File: src/rtl/spu_pipe.sv
// spu_pipe: special-purpose execute unit (traps, MFC0/MTC0, ERET, TLB ops, CACHE ops).
// Sits between issue and commit with a DEPTH-entry input FIFO, handshaked
// variable-latency TLB/cache completion and a registered output stage.
// Ports:
//   clk, resetn                 clock, synchronous active-low reset
//   flush                       drop all queued and pending work
//   in_valid/in_ready/issue_inst  issue handshake and instruction payload
//   data_valid/data_vaddr/data_paddr  MMU translate request and result
//   tlb_op/tlb_done             one-hot TLB op pulse and completion
//   cache_op_valid/cache_op/cache_vaddr/cache_paddr/cache_op_ready  cache request
//   cp0_we/cp0_addr/cp0_wdata/cp0_rdata  CP0 access
//   out_ready/spu_to_commit_bus registered commit result with backpressure

package spu_pipe_pkg;
    localparam int unsigned SPU_ROB_W = 4;
    localparam int unsigned PHY_W     = 6;

    typedef logic [31:0] virt_t;
    typedef logic [31:0] phys_t;

    typedef enum logic [2:0] {
        Cache_Code_EMPTY     = 3'd0,
        Cache_Code_ICACHE_II = 3'd1,
        Cache_Code_ICACHE_IST = 3'd2,
        Cache_Code_ICACHE_HI = 3'd3,
        Cache_Code_DCACHE_IWI = 3'd4,
        Cache_Code_DCACHE_IST = 3'd5,
        Cache_Code_DCACHE_HI = 3'd6,
        Cache_Code_DCACHE_HWI = 3'd7
    } CacheCodeType;

    typedef enum logic [3:0] {
        SPU_NOP, SPU_TEQ, SPU_TNE, SPU_TLT, SPU_TLTU, SPU_TGE, SPU_TGEU,
        SPU_MFC0, SPU_MTC0, SPU_ERET,
        SPU_TLBP, SPU_TLBR, SPU_TLBWI, SPU_TLBWR, SPU_CACHE
    } spu_op_t;

    localparam logic [4:0] EXCCODE_TR = 5'h0d;

    typedef struct packed {
        logic       ex;
        logic [4:0] exccode;
    } exception_t;

    typedef struct packed {
        spu_op_t                op;
        logic [31:0]            src1_value;
        logic [31:0]            src2_value;
        logic [15:0]            imm;
        logic                   src2_is_simm;
        logic [7:0]             cp0_addr;
        CacheCodeType           cache_op;
        logic [PHY_W-1:0]       phy_dest;
        logic [SPU_ROB_W-1:0]   rob_entry_num;
    } issue_to_execute_bus_t;

    typedef struct packed {
        logic                   valid;
        logic [SPU_ROB_W-1:0]   rob_entry_num;
        logic [PHY_W-1:0]       phy_dest;
        logic [3:0]             rf_we;
        logic [31:0]            result;
        exception_t             exception;
        logic                   is_store_op;
        logic                   verify_result;
    } execute_to_commit_bus_t;
endpackage

module spu_pipe
    import spu_pipe_pkg::*;
#(
    parameter int unsigned DEPTH = 2,
    parameter int unsigned ROB_W = SPU_ROB_W
) (
    input  logic                   clk,
    input  logic                   resetn,
    input  logic                   flush,
    input  logic                   in_valid,
    output logic                   in_ready,
    input  issue_to_execute_bus_t  issue_inst,
    output logic                   data_valid,
    output virt_t                  data_vaddr,
    input  phys_t                  data_paddr,
    output logic [3:0]             tlb_op,
    input  logic                   tlb_done,
    output logic                   cache_op_valid,
    output CacheCodeType           cache_op,
    output virt_t                  cache_vaddr,
    output phys_t                  cache_paddr,
    input  logic                   cache_op_ready,
    output logic                   cp0_we,
    output logic [7:0]             cp0_addr,
    output logic [31:0]            cp0_wdata,
    input  logic [31:0]            cp0_rdata,
    input  logic                   out_ready,
    output execute_to_commit_bus_t spu_to_commit_bus
);
    localparam int unsigned PTR_W = (DEPTH > 1) ? $clog2(DEPTH) : 1;
    localparam int unsigned CNT_W = $clog2(DEPTH) + 1;

    typedef enum logic [2:0] {S_IDLE, S_XLATE, S_CREQ, S_TWAIT, S_DRAIN} state_t;

    state_t                 state;
    issue_to_execute_bus_t  fifo_mem [DEPTH];
    logic [PTR_W-1:0]       rd_ptr;
    logic [PTR_W-1:0]       wr_ptr;
    logic [CNT_W-1:0]       count;
    logic                   drain_cache;
    CacheCodeType           cache_op_q;
    execute_to_commit_bus_t out_q;

    issue_to_execute_bus_t  head;
    logic [ROB_W-1:0]       head_rob;
    logic                   non_empty, start, push, pop, load;
    logic                   is_tlb, is_cache, trap_hit;
    logic [31:0]            imm_sext, trap_b, vaddr_calc;
    logic [3:0]             load_rf_we;
    exception_t             load_ex;

    assign head       = fifo_mem[rd_ptr];
    assign head_rob   = ROB_W'(head.rob_entry_num);
    assign non_empty  = (count != '0);
    // Head may only start when the output slot is free, so any completion can load it.
    assign start      = non_empty && (state == S_IDLE) && (!out_q.valid || out_ready) && !flush;
    assign imm_sext   = {{16{head.imm[15]}}, head.imm};
    assign vaddr_calc = head.src1_value + imm_sext;
    assign trap_b     = head.src2_is_simm ? imm_sext : head.src2_value;
    assign is_tlb     = head.op inside {SPU_TLBP, SPU_TLBR, SPU_TLBWI, SPU_TLBWR};
    assign is_cache   = (head.op == SPU_CACHE);

    // Trap condition for the head instruction
    always_comb begin
        trap_hit = 1'b0;
        case (head.op)
            SPU_TEQ:  trap_hit = (head.src1_value == trap_b);
            SPU_TNE:  trap_hit = (head.src1_value != trap_b);
            SPU_TLT:  trap_hit = ($signed(head.src1_value) <  $signed(trap_b));
            SPU_TLTU: trap_hit = (head.src1_value <  trap_b);
            SPU_TGE:  trap_hit = ($signed(head.src1_value) >= $signed(trap_b));
            SPU_TGEU: trap_hit = (head.src1_value >= trap_b);
            default:  trap_hit = 1'b0;
        endcase
    end

    // Per-cycle strobes: pop/load of the head and request pulses
    always_comb begin
        push       = in_valid && in_ready;
        pop        = 1'b0;
        load       = 1'b0;
        load_rf_we = 4'h0;
        load_ex    = '0;
        cp0_we     = 1'b0;
        data_valid = 1'b0;
        tlb_op     = 4'b0000;
        case (state)
            S_IDLE: begin
                if (start) begin
                    if (is_tlb) begin
                        case (head.op)
                            SPU_TLBP:  tlb_op = 4'b0001;
                            SPU_TLBR:  tlb_op = 4'b0010;
                            SPU_TLBWI: tlb_op = 4'b0100;
                            default:   tlb_op = 4'b1000;
                        endcase
                    end else if (is_cache) begin
                        data_valid = 1'b1;
                    end else begin
                        pop  = 1'b1;
                        load = 1'b1;
                        if (head.op == SPU_MFC0) load_rf_we = 4'hF;
                        if (head.op == SPU_MTC0) cp0_we = 1'b1;
                        if (trap_hit) begin
                            load_ex.ex      = 1'b1;
                            load_ex.exccode = EXCCODE_TR;
                        end
                    end
                end
            end
            S_CREQ: begin
                if (!flush && cache_op_ready) begin
                    pop  = 1'b1;
                    load = 1'b1;
                end
            end
            S_TWAIT: begin
                if (!flush && tlb_done) begin
                    pop  = 1'b1;
                    load = 1'b1;
                end
            end
            default: ;
        endcase
    end

    assign in_ready       = (count != CNT_W'(DEPTH)) && !flush && (state != S_DRAIN);
    assign cache_op_valid = (state == S_CREQ) || ((state == S_DRAIN) && drain_cache);
    assign cache_op       = cache_op_valid ? cache_op_q : Cache_Code_EMPTY;
    assign data_vaddr     = data_valid ? vaddr_calc : 32'h0;
    assign cp0_addr       = non_empty ? head.cp0_addr : 8'h0;
    assign cp0_wdata      = non_empty ? head.src2_value : 32'h0;
    assign spu_to_commit_bus = out_q;

    // FIFO storage; contents are don't-care until written
    always_ff @(posedge clk) begin
        if (push) fifo_mem[wr_ptr] <= issue_inst;
    end

    // Pointers, output register and FSM
    always_ff @(posedge clk) begin
        if (!resetn) begin
            rd_ptr      <= '0;
            wr_ptr      <= '0;
            count       <= '0;
            state       <= S_IDLE;
            drain_cache <= 1'b0;
            cache_op_q  <= Cache_Code_EMPTY;
            cache_vaddr <= '0;
            cache_paddr <= '0;
            out_q       <= '0;
        end else begin
            if (flush) begin
                rd_ptr <= '0;
                wr_ptr <= '0;
                count  <= '0;
            end else begin
                if (push) wr_ptr <= wr_ptr + PTR_W'(1);
                if (pop)  rd_ptr <= rd_ptr + PTR_W'(1);
                if (push && !pop)      count <= count + CNT_W'(1);
                else if (pop && !push) count <= count - CNT_W'(1);
            end

            if (flush) begin
                out_q.valid <= 1'b0;
            end else if (load) begin
                out_q.valid         <= 1'b1;
                out_q.rob_entry_num <= SPU_ROB_W'(head_rob);
                out_q.phy_dest      <= head.phy_dest;
                out_q.rf_we         <= load_rf_we;
                out_q.result        <= cp0_rdata;
                out_q.exception     <= load_ex;
                out_q.is_store_op   <= 1'b0;
                out_q.verify_result <= 1'b0;
            end else if (out_ready) begin
                out_q.valid <= 1'b0;
            end

            case (state)
                S_IDLE: begin
                    if (start && is_tlb)        state <= S_TWAIT;
                    else if (start && is_cache) state <= S_XLATE;
                end
                S_XLATE: begin
                    if (flush) begin
                        state <= S_IDLE;
                    end else begin
                        cache_vaddr <= vaddr_calc;
                        cache_paddr <= data_paddr;
                        cache_op_q  <= head.cache_op;
                        state       <= S_CREQ;
                    end
                end
                S_CREQ: begin
                    // A request accepted in the flush cycle is simply discarded
                    if (cache_op_ready) begin
                        state <= S_IDLE;
                    end else if (flush) begin
                        drain_cache <= 1'b1;
                        state       <= S_DRAIN;
                    end
                end
                S_TWAIT: begin
                    if (tlb_done) begin
                        state <= S_IDLE;
                    end else if (flush) begin
                        drain_cache <= 1'b0;
                        state       <= S_DRAIN;
                    end
                end
                S_DRAIN: begin
                    if (drain_cache ? cache_op_ready : tlb_done) state <= S_IDLE;
                end
                default: state <= S_IDLE;
            endcase
        end
    end
endmodule

File: config.mk
export PLATFORM = sky130hd
export DESIGN_NAME = spu_pipe
export DESIGN_NICKNAME = d
export VERILOG_FILES = /design/src/rtl/spu_pipe.sv
export SDC_FILE = /design/constraint.sdc
export NUM_CORES = 1
export LEC_CHECK = 0
export CAP_MARGIN = 20
export CORE_MARGIN = 8
export CORE_UTILIZATION = 45
export CTS_BUF_LIST = sky130_fd_sc_hd__clkbuf_4 sky130_fd_sc_hd__clkbuf_8 sky130_fd_sc_hd__clkbuf_16
export DETAILED_ROUTE_END_ITERATION = 8
export PLACE_DENSITY_LB_ADDON = 0.25
export SLEW_MARGIN = 30
export SYNTH_ARGS = -nofsm -noshare
export SYNTH_HDL_FRONTEND = slang
export SYNTH_SLANG_ARGS = --single-unit
File: constraint.sdc
create_clock -name clk -period 6 [get_ports clk]
set_input_delay 0.6 -clock clk [delete_from_list [all_inputs] [get_ports clk]]
set_output_delay 0.6 -clock clk [all_outputs]
set_load 0.01 [all_outputs]
==> results of run 1 <==
[flip-flops by register name, summed over array words and instances (netlist names), named ones only]
register           count
fifo_mem             212
wr_ptr                 1
rd_ptr                 1
cache_op_q             3
cache_paddr           32
cache_vaddr           32
spu_to_commit_bus     45
drain_cache            1
count                  2
state                  3
[metrics by stage]
stage,setup slack [ps],util (%),instance area (sq um),hold WS [ps]
finish,686,61.6,20600,447
floorplan,1370,-,15300,467
detailed placement,1260,57.9,19400,442
CTS,689,61.5,20600,450
global route,356,61.6,20600,460
global placement,1300,57.8,19300,437
[critical path: stages, from the launching register on]
cell and delay [ps]:
dfxtp_4 640, buf_4 380, mux2_2 390, ha_1 370
a21oi_1 160, o21ai_0 160, a311oi_1 420, o31a_1 390
o21ai_0 140, o221a_2 260, xnor2_1 150, nor2_1 100
clkdlybuf4s50_1 600
[power groups by stage]
| stage | Combinational, mW | Sequential [mW] | Clock (mW) |
|---|---|---|---|
| floorplan | 0.387 | 2.57 | 0 |
| global placement | 0.701 | 2.57 | 0 |
| detailed placement | 0.713 | 2.57 | 0 |
| CTS | 0.718 | 2.52 | 2.27 |
| global route | 0.785 | 2.53 | 2.36 |
| finish | 0.720 | 2.52 | 2.22 |
[logic make-up after synthesis]
group / synth area share [%]
simple gates: 13.5
xor+xnor: 1.89
other cells: 0.0246
compound gates: 10.7
fa+ha+maj: 5.38
mux: 7.95
flops: 57.6
buf+inv: 2.94
[per-layer routing]
layer	part of all wire [%]	global-route usage [%]	wire, microns	vias to the layer above
li1	-	-	-	5671
met1	42	27.1	19000	5453
met2	46	35.0	20700	460
met3	8.0	5.81	3590	89
met4	3.1	6.91	1370	6
met5	0.085	0	38	-
[area by class of cell]
class	instances	share of cell area [%]
inverters	18	0.346
clock buffers	56	5.51
repair buffers	389	18.9
diodes	1	0.0121
flip-flops and latches	333	42.7
well taps	448	2.72
multi-input cells	957	29.5
clock inverters	9	0.352
[cell usage in the layout (no fill, tap or decap), types with 3 or more instances in the layout]
cell type          n
clkdlybuf4s50_1  374
nand2_1          218
edfxtp_1         212
nor2_1           140
a21oi_1          125
dfxtp_1          120
ha_1              64
mux2i_1           57
mux2_2            55
o21ai_0           53
clkbuf_16         39
nand3_1           20
a211oi_1          19
xnor2_1           19
inv_1             15
a21o_1            15
xor2_1            14
nor3_1            13
nand4_1           13
clkbuf_4          12
buf_4             12
o211ai_1          11
nor2b_1           10
and2_1            10
o21a_1             8
and3_1             7
or3_1              7
a31oi_1            6
o21bai_1           6
nand2b_1           5
clkbuf_8           5
nor3b_1            4
or2_2              4
or4_1              4
conb_1             4
clkinv_1           4
a21boi_0           3
clkinv_2           3
[how the worst max path moves through the flow]
| stage | start | end | slack (ps) | cells after the start |
|---|---|---|---|---|
| after floorplan | flush | fifo_mem[0][0] | 1370 | 4 |
| after global placement | flip-flop | data_vaddr[20] | 1300 | 12 |
| after detailed placement | flip-flop | data_vaddr[26] | 1260 | 12 |
| after CTS | flip-flop | data_vaddr[26] | 690 | 12 |
| after global routing | flip-flop | data_vaddr[30] | 360 | 12 |
| final | flip-flop | data_vaddr[26] | 690 | 12 |
==> impl_metrics.py, run 1 <==
metrics = {
    "finish": {
        "multiInputGateArea_sq_um": 6080,
        "fin_nets": 1978,
        "area_delta_synth_final_pct": 35.0,
        "layout-drive-gt1-share_pct": 9.08,
        "regArea_sq_um": 8790,
        "stdcell_count": 2211,
        "fill_cells": 2629,
    },
    "sta": {
        "post-route-min-period_ps": 5310,
        "fin_skew_ps": 20.4,
        "min_period_over_period_pct": 88.6,
        "setup_viol": 0,
        "timing.fmax_mhz": 188,
        "slew_viol_final": 0,
        "maxSlewHeadroom_pct": 37.8,
        "final-hold-violation-count": 0,
        "rsz0062_at_grt": "no",
        "worst_pin_slew_ps": 932,
        "tns_ps": 0,
    },
    "route": {
        "ant_nets": 0,
        "drtPass1Iterations": 5,
        "drt_iter0_drc": 744,
        "wl_per_cell_microns": 20.2,
        "via_per_inst": 5.28,
        "routed_wl_microns": 44700,
        "post-route-drc-count": 0,
        "vias": 11679,
    },
    "placement": {
        "port_buffers": 374,
        "dp_hpwl_microns": 33200,
        "dpl.cell_count": 2143,
        "place.gp.congestion": 0.892,
    },
    "cts": {
        "post_cts_buffers": 0,
        "cts_tree": "yes",
        "clock_path_buffers": 3,
        "clock_latency_ps": 520,
        "cts_htree_levels": 2,
        "cts-buffers-inserted": 37,
        "cts-resized-gates": 0,
        "hold_buffers": 0,
        "path_clk_slew_ps": 60,
        "clock-sinks": 333,
        "cts_root_buf": "clkbuf_16",
    },
    "floorplanning": {
        "ioPinCount": 379,
        "die_area_sq_um": 40100,
        "coreArea_sq_um": 33400,
        "die_y_microns": 200,
        "rows": 67,
        "initial_core_util_pct": 45.6,
        "die_w_microns": 200,
    },
    "job": {
        "max-cap-violations": 0,
    },
    "pwr": {
        "leakage_nw": 7.19,
        "seq_power_share_pct": 46.2,
        "combPwrFrac_pct": 13.2,
        "power_switching_mw": 1.28,
        "power_density_nw_per_um2": 265,
        "p_int_mw": 4.18,
        "ir_drop_mv": 0.258,
        "power_mw": 5.46,
        "p_clk_share_pct": 40.7,
        "p_sw_share_pct": 23.5,
    },
    "worst_hold_path": {
        "hp-start": "spu_to_commit_bus[20]",
        "hold_path_class": "reg -> reg",
        "hold_path_depth": 2,
        "hold_end": "spu_to_commit_bus[20]",
    },
    "worst_setup_path": {
        "crit_path_end_kind": "output port",
        "crit_type": "reg -> out",
        "worst_setup_path_start_kind": "flip-flop",
        "r2r_slack_ps": 1640,
        "worstPathArrival_ps": 4710,
        "r2r-end": "spu_to_commit_bus[4]",
        "required_ps": 5400,
        "worstPathMaxFanout": 27,
        "worstRegToRegCells": 12,
    },
    "logic_synthesis": {
        "synth_edf_count": 212,
        "synthTopCellsByArea": "edfxtp_1, dfxtp_1, nand2_1",
        "post-synth-top-area-cell": "edfxtp_1",
        "ys_seq_area_share_pct": 57.6,
        "synthesis.area_sq_um": 15300,
        "async_flop_share_pct": 0,
        "syn_inst": 1382,
        "avgSynthCellArea_sq_um": 11.0,
        "ys_ff_latch": 333,
        "synth_commonest_cells": "nand2_1, edfxtp_1, nor2_1",
        "yosys_warnings": 0,
        "synth_cell_types": 70,
        "synthFlopType": "edfxtp_1",
        "yosysMostFrequentCell": "nand2_1",
        "yosysTopAreaCellShare_pct": 41.7,
    },
    "global_route": {
        "grt_pass1_wl_microns": 68000,
        "overflow": 0,
        "grt_max_degree": 88,
        "grtUsageTotal_pct": 21.4,
        "antenna_found_initial": 3,
        "grt_pass1_vias": 11515,
    },
    "outcome": {
        "status": "finished clean",
    },
}
(Power assumes the default switching activity.)
==> run 2: changes to the inputs <==
--- a/config.mk
+++ b/config.mk
@@ -5,7 +5,6 @@
 export SDC_FILE = /design/constraint.sdc
 export NUM_CORES = 1
 export LEC_CHECK = 0
-export CAP_MARGIN = 20
 export CORE_MARGIN = 8
 export CORE_UTILIZATION = 45
 export CTS_BUF_LIST = sky130_fd_sc_hd__clkbuf_4 sky130_fd_sc_hd__clkbuf_8 sky130_fd_sc_hd__clkbuf_16
==> results of run 2 <==
No change in the layout: final DEF, timing and power equal those of run 1.
